===== config.mk =====
export PLATFORM = sky130hd
export DESIGN_NAME = writeback_stage_param
export DESIGN_NICKNAME = d
export VERILOG_FILES = /design/src/rtl/writeback_stage_param.sv
export SDC_FILE = /design/constraint.sdc
export NUM_CORES = 1
export LEC_CHECK = 0
export CORE_AREA = 2 2 75 77
export DETAILED_ROUTE_END_ITERATION = 8
export DIE_AREA = 0 0 77 79
export PLACE_DENSITY = 0.86
export SLEW_MARGIN = 15
export SYNTH_ARGS = -nofsm -noshare
export SYNTH_HDL_FRONTEND = slang
export SYNTH_SLANG_ARGS = --single-unit

===== constraint.sdc =====
create_clock -name clk -period 4.25 [get_ports clk]
set_input_delay 0.425 -clock clk [delete_from_list [all_inputs] [get_ports clk]]
set_output_delay 0.425 -clock clk [all_outputs]
set_load 0.01 [all_outputs]

===== src/rtl/writeback_stage_param.sv =====
// Writeback stage: selects the register-file write value (link address, extended
// load data or ALU result), holds the CPU for LOAD_LATENCY cycles per load and
// suppresses the register write of misaligned loads.
module writeback_stage_param #(
    parameter int unsigned XLEN         = 32,
    parameter int unsigned LOAD_LATENCY = 1,
    parameter int unsigned CNT_W        = $clog2(LOAD_LATENCY + 1)
) (
    input  logic            clk,
    input  logic            reset,
    input  logic            stall,
    input  logic [XLEN-1:0] pc,
    input  logic [XLEN-1:0] alu_result,
    input  logic [XLEN-1:0] dcache_output,
    input  logic [2:0]      funct3,
    input  logic            reg_we,
    input  logic            mem_rr,
    input  logic            jump,
    output logic [XLEN-1:0] writeback,
    output logic            wb_we,
    output logic            load_pause,
    output logic            load_misaligned
);

    localparam int unsigned LANE_W = $clog2(XLEN / 8);
    // Counter preload; unused when LOAD_LATENCY == 1, clamped so it never wraps.
    localparam int unsigned CNT_INIT = (LOAD_LATENCY > 1) ? LOAD_LATENCY - 2 : 0;

    typedef enum logic [1:0] {StIdle, StWait, StDone} state_e;

    state_e             state_q;
    logic [CNT_W-1:0]   cnt_q;
    logic [LANE_W-1:0]  offset;
    logic [XLEN-1:0]    shifted;
    logic [XLEN-1:0]    load_value;
    logic               width_misaligned;

    assign offset  = alu_result[LANE_W-1:0];
    assign shifted = dcache_output >> {offset, 3'b000};

    // Extract the addressed lane, extend it, and flag a width/offset mismatch.
    always_comb begin
        load_value       = '0;
        width_misaligned = 1'b0;
        case (funct3)
            3'b000: load_value = XLEN'($signed(shifted[7:0]));
            3'b001: begin
                load_value       = XLEN'($signed(shifted[15:0]));
                width_misaligned = offset[0];
            end
            3'b010: begin
                load_value       = XLEN'($signed(shifted[31:0]));
                width_misaligned = |offset[1:0];
            end
            3'b100: load_value = XLEN'(shifted[7:0]);
            3'b101: begin
                load_value       = XLEN'(shifted[15:0]);
                width_misaligned = offset[0];
            end
            3'b011: begin
                if (XLEN == 64) begin
                    load_value       = shifted;
                    width_misaligned = |offset;
                end
            end
            3'b110: begin
                if (XLEN == 64) begin
                    load_value       = XLEN'(shifted[31:0]);
                    width_misaligned = |offset[1:0];
                end
            end
            default: ;
        endcase
    end

    assign load_misaligned = mem_rr & width_misaligned;

    // Writeback source priority: link address, then load data, then ALU result.
    always_comb begin
        writeback = alu_result;
        if (jump && reg_we) begin
            writeback = pc + XLEN'(4);
        end else if (mem_rr) begin
            writeback = load_misaligned ? '0 : load_value;
        end
    end

    // Pause whenever a load is present and its data is not yet valid.
    assign load_pause = !reset && mem_rr && (state_q != StDone);
    assign wb_we      = reg_we && !load_pause && !load_misaligned && !reset;

    // Load latency FSM; the counter runs through stalls since memory keeps going.
    always_ff @(posedge clk) begin
        if (reset) begin
            state_q <= StIdle;
            cnt_q   <= '0;
        end else begin
            unique case (state_q)
                StIdle: begin
                    if (mem_rr) begin
                        if (LOAD_LATENCY == 1) begin
                            state_q <= StDone;
                        end else begin
                            state_q <= StWait;
                            cnt_q   <= CNT_W'(CNT_INIT);
                        end
                    end
                end
                StWait: begin
                    if (!mem_rr) begin
                        state_q <= StIdle;
                    end else if (cnt_q == '0) begin
                        state_q <= StDone;
                    end else begin
                        cnt_q <= cnt_q - CNT_W'(1);
                    end
                end
                StDone: begin
                    if (!stall || !mem_rr) begin
                        state_q <= StIdle;
                    end
                end
                default: state_q <= StIdle;
            endcase
        end
    end

endmodule


==> flow_summary.toml, run 1 <==
[die]
die_h_um = 79
ios = 140
coreArea_um2 = 5338
start_util_pct = 36.87
num_rows = 27
dieArea_um2 = 6083
die_w_um = 77

[sta]
setup_tns_ns = 0
fin_worst_skew_ns = 0
fmax_mhz = 271.2
slew_headroom_pct = 44.69
slew_viol_final = 0
tightest_slew_ns = 0.8246
finalCritPeriodShare_pct = 86.77
finalHoldViolations = 0
min_period_ns = 3.688
rsz0062_at_grt = "false"
setup_viol = 0

[route]
remaining_drc_errors = 0
vias = 2772
wire_per_inst_um = 18.54
detail_route.vias_per_cell = 6.052
drt_iter0_drc = 229
detail_route.first_pass.iterations = 4
finalWirelength_um = 8490
ant_nets = 0

[final_layout]
largest_reg_flops = 1
layout_common_cells = "clkdlybuf4s50_1, a22oi_1, nand2_1, xor2_1, nand3_1"
layout-drive-gt1-share_pct = 10.62
largest-register = "state_q"
diodes = 0
reg_top3 = "state_q x1"
final_common_cell = "clkdlybuf4s50_1"
area_delta_synth_final_pct = 70.18
stdcell_count = 458
finalNetCount = 494

[worst_hold_path]
hold_depth = 1
worst_hold_path_type = "register to register"

[synth]
synth_cells = 263
yosysUniqueCellTypes = 52
avgSynthCellArea_um2 = 7.483
netlist_area_um2 = 1968
synth_seq_cells = 1
syn_nets = 369
ys_seq_area_share_pct = 1.017
yosys_warnings = 0

[grt]
grt_pass1_wl_um = 13050
grt_usage_pct = 26.17
antenna_found_initial = 0
grt_max_degree = 28
grt_pass1_vias = 2632
overflow = 0

[placement]
portBuffers = 139
gp_congestion = 0.9131
hpwlAfterDp_um = 6921
place_inst = 458

[pwr]
power_mw = 0.3711
power_leakage_nw = 1.144
p_int_mw = 0.2147
p_per_area_nw_per_um2 = 110.8
switching_share_pct = 42.16
p_switching_mw = 0.1565
p_comb_share_pct = 97.2
vdd_drop_max_mv = 0.05698
clock_power_share_pct = 0
pwr-share-seq_pct = 2.8

[critical_path]
endpoint_kind = "output port"
r2r-end = "state_q[1]$_SDFFE_PP0P_"
startpoint_type = "primary input"
worstReg2RegStart = "state_q[1]$_SDFFE_PP0P_"
path_common_cell = "clkdlybuf4s50_1"
worstSetupPathType = "primary input to output port"
crit_slowest_cell = "clkdlybuf4s50_1"
critPathCapture = "writeback[29]"
crit_path_max_incr_delay_ns = 0.87
r2r_cells = 1
crit_fanout = 27
arrival_ns = 3.26
rrSetupSlack_ns = 3.76
cp-startpoint = "mem_rr"
required_ns = 3.83
crit_chain = "clkdlybuf4s50_1 -> clkinv_1 -> a22oi_1 -> a22oi_2 -> clkdlybuf4s50_1"

[clock_tree]
postCtsSetupBuffers = 0
cts_resized = 0
hold_buffers = 0
cts.clk_slew.worst_paths_ns = 0
insertion_delay_ns = 0

[run_status]
status = "finished, final reports clean"

[flow_run]
maxCapViolCount = 0
[Yosys cell counts, drive strengths merged]
library cell | number | area share (%)
a22oi | 40 | 19
nand2 | 21 | 4.0
a21oi | 18 | 5.1
nand3 | 18 | 5.2
nor2 | 17 | 4.0
xor2 | 17 | 7.6
o21ai | 15 | 3.8
buf | 11 | 4.7
nand4 | 11 | 4.3
mux2i | 10 | 5.1
xnor2 | 9 | 4.0
clkbuf | 8 | 1.5
inv | 6 | 1.1
mux2 | 6 | 3.8
nand2b | 6 | 1.9
nor3 | 6 | 2.3
mux4 | 5 | 5.7
nor4 | 5 | 3.8
and3 | 4 | 1.3
a31oi | 3 | 0.95
nor2b | 3 | 0.95
o221ai | 3 | 1.3
a32oi | 2 | 0.89
and2b | 2 | 0.76
o22ai | 2 | 0.64
or2 | 2 | 0.76
a21o | 1 | 0.38
a311o | 1 | 0.51
and2 | 1 | 0.32
clkinv | 1 | 0.19
dfxtp | 1 | 1.0
ha | 1 | 0.64
nand3b | 1 | 0.38
nand4b | 1 | 0.45
nor3b | 1 | 0.38
nor4b | 1 | 0.45
o2111ai | 1 | 0.45
o211ai | 1 | 0.38
o21a | 1 | 0.38
[power groups by stage]
stage	Sequential [mW]	Combinational (mW)	Clock, mW
after floorplan	0.0103	0.156	0
after global placement	0.0104	0.352	0
after detailed placement	0.0104	0.355	0
after CTS	0.0104	0.358	0
after global routing	0.0105	0.382	0
final	0.0104	0.361	0
[worst max-delay path: cells and delay by family]
kind / cells / cell delay [ns]
AO/OA/AOI/OAI: 2 / 0.58
buffers and inverters: 3 / 2.24
[layout make-up]
class	count	area [um2]
timing repair buffer	142	1414
multi-input combinational	236	1799
sequential	1	20.02
inverter	7	26.28
fill	489	1988
tap	72	90.09
[through the flow]
step / hold slack, ns / util (%) / cell area (um2) / setup slack [ns]
after global placement: 0.4149 / 62.75 / 3349 / 0.7806
after CTS: 0.4220 / 62.75 / 3349 / 0.6615
after global routing: 0.4576 / 62.75 / 3349 / 0.4536
after detailed placement: 0.4220 / 62.75 / 3349 / 0.6905
after floorplan: 0.4063 / - / 1968 / 2.169
final: 0.4233 / 62.75 / 3349 / 0.5624
[worst min-delay path by stage]
stage	startpoint	endpoint	slack (ns)
final	state_q[1]$_SDFFE_PP0P_	state_q[1]$_SDFFE_PP0P_	0.42
after CTS	state_q[1]$_SDFFE_PP0P_	state_q[1]$_SDFFE_PP0P_	0.42
after global routing	state_q[1]$_SDFFE_PP0P_	state_q[1]$_SDFFE_PP0P_	0.46
after global placement	state_q[1]$_SDFFE_PP0P_	state_q[1]$_SDFFE_PP0P_	0.41
after detailed placement	state_q[1]$_SDFFE_PP0P_	state_q[1]$_SDFFE_PP0P_	0.42
after floorplan	state_q[1]$_SDFFE_PP0P_	state_q[1]$_SDFFE_PP0P_	0.41
[cells by family after synthesis]
kind of cell             after synthesis  share of synthesized area [%]
adder cells (fa/ha/maj)                1                         0.6356
multiplexers                          21                          14.62
buffers and inverters                 26                          7.565
AND/OR/NAND/NOR                      100                          31.15
flip-flops                             1                          1.017
XOR/XNOR                              26                          11.57
AO/OA/AOI/OAI                         88                          33.44
[metal layers]
metal	part of all wire, %	up-vias	GRT usage [%]
li1	-	1270	-
met1	40	1292	32.78
met2	47	187	45.70
met3	10	23	5.000
met4	2.6	0	7.679
met5	0	-	0
(Power assumes the default switching activity.)
==> run 2: changes to the inputs <==
--- a/config.mk
+++ b/config.mk
@@ -5,9 +5,10 @@
 export SDC_FILE = /design/constraint.sdc
 export NUM_CORES = 1
 export LEC_CHECK = 0
-export CORE_AREA = 2 2 75 77
+export ABC_AREA = 1
+export CORE_AREA = 2 2 80 82
 export DETAILED_ROUTE_END_ITERATION = 8
-export DIE_AREA = 0 0 77 79
+export DIE_AREA = 0 0 82 84
 export PLACE_DENSITY = 0.86
 export SLEW_MARGIN = 15
 export SYNTH_ARGS = -nofsm -noshare
==> run 2 against run 1 <==
  * Cell count increased by 62%
  * Synthesized cell count increased by 110%
  * Sequential power about the same
  * Utilization increased by 0.96 points
==> flow_summary.toml, run 2 <==
[grt]
grt_usage_pct = 30.82
grt_pass1_vias = 3704
grt_max_degree = 37
overflow = 0
grt_pass1_wl_um = 17280
antenna_found_initial = 0

[final_layout]
largest-register = "state_q"
final_common_cell = "nand2_1"
fin_area_um2 = 3884
utilization_pct = 63.71
diodes = 0
reg_top3 = "state_q x1"
largest_reg_flops = 1
stdcell_count = 741
layout_common_cells = "nand2_1, clkdlybuf4s50_1, nor2_1, nand3_1, a21oi_1"
layout-drive-gt1-share_pct = 4.367
nFillCells = 651
finalNetCount = 772
area_delta_synth_final_pct = 55.04

[sta]
rsz0062_at_grt = "false"
fmax_mhz = 307.5
setup_tns_ns = 0
slew_headroom_pct = 71.60
slew_viol_final = 0
fin_ws_ns = 0.9980
finalCritPeriodShare_pct = 76.52
setup_viol = 0
fin_worst_skew_ns = 0
whs_ns = 0.4171
min_period_ns = 3.252
tightest_slew_ns = 0.4256
finalHoldViolations = 0

[synth]
synth_area_leaders = "nand2_1, nand3_1, nor2_1, a21oi_1, inv_1"
syn_nets = 650
avgSynthCellArea_um2 = 4.605
async_reset_ff_share_pct = 0
muxShareOfSynthArea_pct = 0
ys_top_cells_by_count = "nand2_1, nor2_1, nand3_1, a21oi_1, inv_1"
yosysUniqueCellTypes = 35
synth_seq_cells = 1
synth_cells = 544
synth.largest_area_cell = "nand2_1"
ys_seq_area_share_pct = 0.7992
netlist.area_leader.share_pct = 41.21
yosys_warnings = 0
synth-simple-area-share_pct = 70.23
synth_top_family_by_area = "simple AND/OR/NAND/NOR gates"
yosysMostFrequentCell = "nand2_1"
synthAdderAreaFrac_pct = 0.4995
netlist_area_um2 = 2505
synth-compound-area-share_pct = 13.74
synth_xor_area_share_pct = 2.797
synth_ff_type = "dfxtp_1"
synth-edff-count = 0

[route]
wire_per_inst_um = 14.43
finalWirelength_um = 10690
vias = 3970
detail_route.vias_per_cell = 5.358
drt_iter0_drc = 311
detail_route.first_pass.iterations = 5
remaining_drc_errors = 0
ant_nets = 0

[flow_run]
maxCapViolCount = 0

[clock_tree]
hold_buffers = 0
insertion_delay_ns = 0
cts_resized = 0
cts.clk_slew.worst_paths_ns = 0
postCtsSetupBuffers = 0

[pwr]
vdd_drop_max_mv = 0.07890
power_mw = 0.4010
power_leakage_nw = 1.816
p_per_area_nw_per_um2 = 103.3

[critical_path]
arrival_ns = 2.83
startpoint_type = "primary input"
crit_fanout = 36
rrSetupSlack_ns = 3.77
r2r_cells = 1
endpoint_kind = "output port"
worstReg2RegStart = "state_q[1]$_SDFFE_PP0P_"
r2r-end = "state_q[1]$_SDFFE_PP0P_"
worstSetupPathType = "primary input to output port"
required_ns = 3.83

[placement]
place_area_um2 = 3884
gp_congestion = 0.9520
portBuffers = 139
hpwlAfterDp_um = 8837
place_inst = 741
dp_slack_ns = 1.012

[worst_hold_path]
hold_depth = 1
min_from = "state_q[1]$_SDFFE_PP0P_"
min_to = "state_q[1]$_SDFFE_PP0P_"
worst_hold_path_type = "register to register"

[die]
start_util_pct = 41.09
coreArea_um2 = 6096
die_w_um = 82
ios = 140
dieArea_um2 = 6888
die_h_um = 84
num_rows = 29

[run_status]
status = "finished, final reports clean"
==> run 2: changes by cell type in the layout (fill, tap and decap cells not counted), sizes merged, moves of 7 or more <==
cell and delta:
nand2 +256, nand3b +10, mux2i -10, nor2 +44, inv +28, nand3 +39, a21oi +15, xor2 -11
xnor2 -7, a22oi -36, nand4 -7
==> run 2: power breakdown <==
| group | switching [mW] | internal, mW | total, mW | leakage (nW) |
|---|---|---|---|---|
| clock network | 0 | 0 | 0 | 0 |
| logic | 0.191 | 0.200 | 0.391 | 1.81 |
| registers | 0.000245 | 0.0101 | 0.0104 | 0.00831 |
==> run 2: worst max-delay path by stage <==
stage | from | to | slack, ns | depth (start not counted)
after global routing | alu_result[0] | writeback[19] | 0.78 | 11
after detailed placement | alu_result[0] | writeback[19] | 1.01 | 11
after floorplan | pc[2] | writeback[18] | 2.40 | 9
after CTS | alu_result[0] | writeback[19] | 1.01 | 11
after global placement | alu_result[0] | writeback[19] | 1.05 | 11
final | alu_result[0] | writeback[19] | 1.0 | 11
==> run 2: critical path, cell delays in order <==
cell	delay, ns
clkdlybuf4s50_1	0.57
inv_4	0.34
nand2_1	0.14
nand3_2	0.11
nand3_4	0.22
nand3_1	0.17
nand2_1	0.13
nand2_1	0.08
nand2_1	0.05
inv_1	0.04
clkdlybuf4s50_1	0.53
==> run 2: kinds of logic (layout without fill, tap and decap cells) <==
| family | count (synthesis) | count (layout) |
|---|---|---|
| AOI/OAI and AO/OA | 61 | 61 |
| buffers and inverters | 61 | 181 |
| and+or+nand+nor | 412 | 412 |
| xor gates and xnor gates | 8 | 8 |
| DFF | 1 | 1 |
| adders and majority gates | 1 | 1 |
==> run 2: cell type report <==
class,count,area [um2],share of cell area [%]
Sequential cell,1,20.02,0.5155
Multi-Input combinational cell,482,2186,56.28
Tap cell,77,96.34,2.481
Timing Repair Buffer,145,1436,36.98
Inverter,36,145.1,3.737
==> run 2: metal layers <==
metal	GRT usage, %	share of wire (%)	up-vias
met1	43.38	45	1804
li1	-	-	1977
met3	2.381	6.9	18
met2	51.81	47	171
met4	3.939	1.3	0
met5	0	0	-
